$ cat config.mk
export PLATFORM = sky130hd
export DESIGN_NAME = if_stage
export DESIGN_NICKNAME = d
export VERILOG_FILES = /design/src/rtl/if_stage_pkg.sv /design/src/rtl/if_stage_inst_buffer.sv /design/src/rtl/if_stage.sv
export SDC_FILE = /design/constraint.sdc
export NUM_CORES = 1
export LEC_CHECK = 0
export ABC_AREA = 1
export ABC_CLOCK_PERIOD_IN_PS = 1650
export BUFFER_PORTS_ARGS = -buffer_cell sky130_fd_sc_hd__buf_2
export CAP_MARGIN = 10
export CORE_ASPECT_RATIO = 1.5
export CORE_MARGIN = 2
export CORE_UTILIZATION = 44
export DETAILED_ROUTE_END_ITERATION = 16
export PLACE_DENSITY = 0.8
export SYNTH_ARGS = -nofsm -noshare
export SYNTH_HDL_FRONTEND = slang
export SYNTH_HIERARCHICAL = 1
export SYNTH_SLANG_ARGS = --single-unit
$ cat constraint.sdc
create_clock -name clk -period 1.65 [get_ports clk]
set_input_delay 0.2475 -clock clk [delete_from_list [all_inputs] [get_ports clk]]
set_output_delay 0.2475 -clock clk [all_outputs]
set_load 0.01 [all_outputs]
$ cat src/rtl/if_stage_pkg.sv
// Shared types for the instruction-fetch response stage: FSM state encoding
// and the instruction word width.
package if_stage_pkg;

  localparam int unsigned INST_W = 32;

  typedef enum logic [1:0] {
    S_IDLE = 2'd0,
    S_WAIT = 2'd1,
    S_HOLD = 2'd2,
    S_EXC  = 2'd3
  } if_state_e;

endpackage

$ cat src/rtl/if_stage_inst_buffer.sv
// One-entry holding register for an instruction word that ID could not take
// on the cycle it returned from the SRAM.
module if_stage_inst_buffer
  import if_stage_pkg::*;
(
  input  logic              clk,
  input  logic              reset,
  input  logic              load_i,
  input  logic              clear_i,
  input  logic [INST_W-1:0] data_i,
  output logic              valid_o,
  output logic [INST_W-1:0] data_o
);

  logic              valid_q, valid_d;
  logic [INST_W-1:0] data_q, data_d;

  // Clear has priority so a flush or hand-off can never leave a stale word behind.
  always_comb begin
    valid_d = valid_q;
    data_d  = data_q;
    if (clear_i) begin
      valid_d = 1'b0;
      data_d  = '0;
    end else if (load_i) begin
      valid_d = 1'b1;
      data_d  = data_i;
    end
  end

  always_ff @(posedge clk) begin
    if (reset) begin
      valid_q <= 1'b0;
      data_q  <= '0;
    end else begin
      valid_q <= valid_d;
      data_q  <= data_d;
    end
  end

  assign valid_o = valid_q;
  assign data_o  = data_q;

endmodule

$ cat src/rtl/if_stage.sv
// Instruction-fetch response stage: tracks the single outstanding SRAM request
// of the IF entry, buffers the word under ID back-pressure, forwards exceptions.
module if_stage
  import if_stage_pkg::*;
(
  input  logic        clk,
  input  logic        reset,
  input  logic        pre_IF_IF_reg_valid,
  input  logic [31:0] curr_pc_IF,
  input  logic        exception_IF_in,
  input  logic [4:0]  exccode_IF_in,
  input  logic        tlb_refill_IF_in,
  input  logic        inst_sram_data_ok,
  input  logic [31:0] inst_sram_rdata,
  input  logic        discard_instruction,
  input  logic        flush,
  input  logic        IF_ID_reg_allow_in,
  output logic        pre_IF_IF_reg_stall_wait_for_data,
  output logic        IF_stall,
  output logic        IF_valid_out,
  output logic [31:0] inst_IF,
  output logic [31:0] pc_IF_out,
  output logic        exception_IF,
  output logic [4:0]  exccode_IF,
  output logic        tlb_refill_IF,
  output logic        leaving_IF
);

  if_state_e   state_q, state_d, cur_state;
  logic        resp_ok;
  logic        present_valid;
  logic [31:0] present_inst;
  logic        buf_load, buf_clear, buf_valid;
  logic [31:0] buf_data;

  assign resp_ok = inst_sram_data_ok & ~discard_instruction;

  // An entry waiting in IDLE is taken on in the same cycle, so a response that
  // arrives right after a hand-off is not lost and throughput stays at 1/cycle.
  always_comb begin
    cur_state = state_q;
    if (state_q == S_IDLE && pre_IF_IF_reg_valid) begin
      cur_state = exception_IF_in ? S_EXC : S_WAIT;
    end
  end

  always_comb begin
    state_d       = cur_state;
    present_valid = 1'b0;
    present_inst  = '0;
    buf_load      = 1'b0;
    buf_clear     = 1'b0;
    case (cur_state)
      S_WAIT: begin
        if (resp_ok) begin
          present_valid = 1'b1;
          present_inst  = inst_sram_rdata;
          if (IF_ID_reg_allow_in) begin
            state_d = S_IDLE;
          end else begin
            state_d  = S_HOLD;
            buf_load = 1'b1;
          end
        end
      end
      S_HOLD: begin
        present_valid = buf_valid;
        present_inst  = buf_data;
        if (IF_ID_reg_allow_in) begin
          state_d   = S_IDLE;
          buf_clear = 1'b1;
        end
      end
      S_EXC: begin
        present_valid = 1'b1;
        if (IF_ID_reg_allow_in) begin
          state_d = S_IDLE;
        end
      end
      default: ;
    endcase
    // A flush kills the entry outright, including a word returning this cycle.
    if (flush) begin
      state_d       = S_IDLE;
      present_valid = 1'b0;
      present_inst  = '0;
      buf_load      = 1'b0;
      buf_clear     = 1'b1;
    end
  end

  always_ff @(posedge clk) begin
    if (reset) begin
      state_q <= S_IDLE;
    end else begin
      state_q <= state_d;
    end
  end

  if_stage_inst_buffer u_inst_buffer (
    .clk     (clk),
    .reset   (reset),
    .load_i  (buf_load),
    .clear_i (buf_clear),
    .data_i  (inst_sram_rdata),
    .valid_o (buf_valid),
    .data_o  (buf_data)
  );

  assign pre_IF_IF_reg_stall_wait_for_data = (cur_state == S_WAIT) & ~resp_ok;
  assign IF_stall      = pre_IF_IF_reg_stall_wait_for_data | (present_valid & ~IF_ID_reg_allow_in);
  assign IF_valid_out  = present_valid;
  assign inst_IF       = present_inst;
  assign pc_IF_out     = present_valid ? curr_pc_IF : 32'h0;
  assign exception_IF  = present_valid & (cur_state == S_EXC);
  assign exccode_IF    = exception_IF ? exccode_IF_in : 5'd0;
  assign tlb_refill_IF = exception_IF & tlb_refill_IF_in;
  assign leaving_IF    = present_valid & IF_ID_reg_allow_in;

endmodule
==> impl_metrics.csv <==
group,metric,value,unit
logic_synthesis,syn_inst,494,
timing,fin_ws,-0.209,ns
power_and_ir_drop,power.density,577,nW/um^2
floorplan,rows,34,
timing,clock.fmax,538,MHz
layout,final_area,3880,sq um
layout,mostFrequentLayoutCell,"buf_2",
clock_network,path_clk_slew,0.08,ns
layout,layout.cells.non_filler,724,
detailed_routing,wl_per_cell,11.1,microns
power_and_ir_drop,comb_power_share,27.0,%
logic_synthesis,syn-mean-instance-area,5.28,sq um
timing,clock_skew,0.00603,ns
hold_path,hp-start,"IF_ID_reg_allow_in",
timing,fin_crit_sh,113,%
critical_path,timing.rr.start,"state_q[1]$_SDFF_PP0_",
clock_network,cts_tree,"built",
power_and_ir_drop,p_int,1.57,mW
detailed_routing,routed_wirelength,8.07,mm
timing,final.setup.tns,-10.78,ns
power_and_ir_drop,clkPwrFrac,34.8,%
clock_network,clock_sinks,35,
critical_path,start_kind,"flop",
power_and_ir_drop,power,2.24,mW
critical_path,crit_arrival,1.61,ns
logic_synthesis,yosysSeqAreaShare,26.9,%
layout,fill_cells,521,
floorplan,die_y,98.3,microns
detailed_routing,vias_per_cell,4.53,
clock_network,insertion_delay,0.29,ns
job,cap_violations,0,
timing,max-slew-margin-rel,75.1,%
timing,max_slew.worst_pin.slew,0.369,ns
floorplan,num_io_pins,153,
placement,hpwl,5.52,mm
global_route,grt_busiest_layer,"met2",
clock_network,cts_max_level,2,
hold_path,min_path_type,"in2reg",
layout,n_antenna_cell,0,
layout,syn_to_final_growth,48.9,%
global_route,use_met3,2.42,%
status,violations,"negative setup slack",
logic_synthesis,ys_types,21,
power_and_ir_drop,p_seq_share,38.2,%
detailed_routing,dr.pass1.iters,4,
floorplan,die_x,66.9,microns
power_and_ir_drop,ir_worst_vdd,0.454,mV
logic_synthesis,synth-seq-cells,35,
timing,slew_viol_final,0,
detailed_routing,drt_iter0_drc,65,
logic_synthesis,synthesis.nets,572,
floorplan,fp.dieArea,6570,sq um
detailed_routing,antenna_left,0,
global_route,grt-ovfl-total,0,
placement,dp_cells,705,
layout,drive_gt1_share,34.5,%
global_route,grt_use_total,22.3,%
placement,io_buffers,152,
detailed_routing,num_vias,3277,
global_route,grt_max_degree,35,
layout,final_nets,729,
clock_network,cts_buffer_depth,2,
global_route,grt_pass1_wl,11.6,mm
layout,final_util,67.6,%
global_route,use_met1,20.5,%
timing,hold_violations,0,
logic_synthesis,syn-cell-area,2610,sq um
power_and_ir_drop,switchingPower,0.668,mW
placement,place_area,3410,sq um
timing,post-route-min-period,1.86,ns
clock_network,cts_hold_buf,0,
floorplan,core-area,5740,sq um
power_and_ir_drop,switching_share,29.8,%
clock_network,root_buffer,"clkbuf_8",
critical_path,critPathRequiredTime,1.40,ns
status,status,"finished, violations left",
power_and_ir_drop,power.leakage,2.29,nW
critical_path,path_class,"reg2out",
logic_synthesis,yosys_warnings,6,
critical_path,critPathMaxFanout,8,
clock_network,numCtsBuffers,5,
layout,final_cell_mix,"buf_2 (150), nor2_1 (131), nand2_1 (126)",
critical_path,endpoint_kind,"primary output",
placement,place.gp.congestion,0.796,
critical_path,cp-startpoint,"state_q[1]$_SDFF_PP0_",
global_route,grtUsageMet2,45.9,%
global_route,antenna_found_initial,0,
floorplan,start_util,45.4,%
detailed_routing,route.detailed.drc,0,
timing,setup_viol,99,
global_route,grt_pass1_vias,2857,
timing,rsz0062_at_grt,"yes",
[metrics by stage]
step | hold slack [ns] | setup slack (ns)
CTS | 0.160 | -0.148
detailed placement | 0.451 | -0.0125
global route | 0.154 | -0.263
floorplan | 0.326 | 0.143
finish | 0.160 | -0.209
global placement | 0.445 | 0.0680
[area by class of cell]
| class | instances | area, sq um | share of cell area, % |
|---|---|---|---|
| Inverter | 113 | 427 | 11.0 |
| Tap cell | 72 | 90.1 | 2.32 |
| Multi-Input combinational cell | 320 | 1450 | 37.4 |
| Clock inverter | 3 | 43.8 | 1.13 |
| Timing Repair Buffer | 176 | 1100 | 28.2 |
| Clock buffer | 5 | 68.8 | 1.77 |
| Sequential cell | 35 | 706 | 18.2 |
[what timing repair did]
| item | CTS | global route |
|---|---|---|
| gates cloned | 0 | 6 |
| endpoints found under the setup margin | 90 | 107 |
| gates resized for setup | 14 | 38 |
| setup buffers | 1 | 4 |
| pin swaps | 1 | 6 |
[registers in the layout (all words and copies together) (netlist names)]
name / cells
state_q: 2
u_inst_buffer/valid_o: 1
u_inst_buffer/data_o: 32
[critical path, stage by stage, from the launching register on]
cell and delay [ns]:
dfxtp_2 0.33, inv_4 0.08, a21oi_4 0.07, buf_12 0.13, nor2_8 0.16, clkbuf_16 0.20, nand2_4 0.05, a21oi_2 0.14
buf_2 0.14
[synthesized netlist by cell type]
cell / instances / area share [%]
inv_1: 110 / 16
nor2_8: 1 / 0.77
clkbuf_1: 10 / 1.4
nor3_1: 2 / 0.38
nor2_4: 1 / 0.43
o21ai_0: 1 / 0.19
buf_2: 1 / 0.19
a21oi_1: 34 / 6.5
nand3_1: 4 / 0.77
buf_6: 5 / 2.2
nand2_1: 135 / 19
buf_4: 10 / 2.9
nor2_1: 135 / 19
nand3_2: 1 / 0.38
o21a_1: 1 / 0.29
inv_2: 3 / 0.43
dfxtp_1: 35 / 27
a21oi_4: 1 / 0.62
or2_2: 1 / 0.24
nand2_2: 2 / 0.48
nor2_2: 1 / 0.24
[path summary, 6_finish.rpt]
check	slack, ns	to	cells after the start
hold reg to reg	0.47	u_inst_buffer/data_o[30]$_SDFFE_PP0P_	2
setup reg to reg	-0.10	u_inst_buffer/data_o[11]$_SDFFE_PP0P_	10
hold / removal	0.16	state_q[1]$_SDFF_PP0_	2
setup / recovery	-0.21	inst_IF[4]	8
[routing by layer]
metal  wire, microns  up-vias  share of wire (%)
li1                -     1704                  -
met1            2880     1435                 36
met2            4480      122                 56
met3             505       16                6.3
met4             208        0                2.6
met5               0        -                  0
[power groups by stage]
stage / logic, mW / registers, mW / clock network, mW
2_1_floorplan: 0.288 / 0.876 / 0
3_3_place_gp: 0.473 / 0.877 / 0
3_5_place_dp: 0.484 / 0.877 / 0
4_1_cts: 0.512 / 0.857 / 0.798
5_1_grt: 0.666 / 0.858 / 0.833
6_report: 0.605 / 0.857 / 0.781
[cells by family after synthesis]
group           after synthesis  synth area share (%)
compound gates               37                  7.63
buf+inv                     139                  22.9
flops                        35                  26.9
simple gates                283                  42.6
Power figures use the tool's default switching activity.
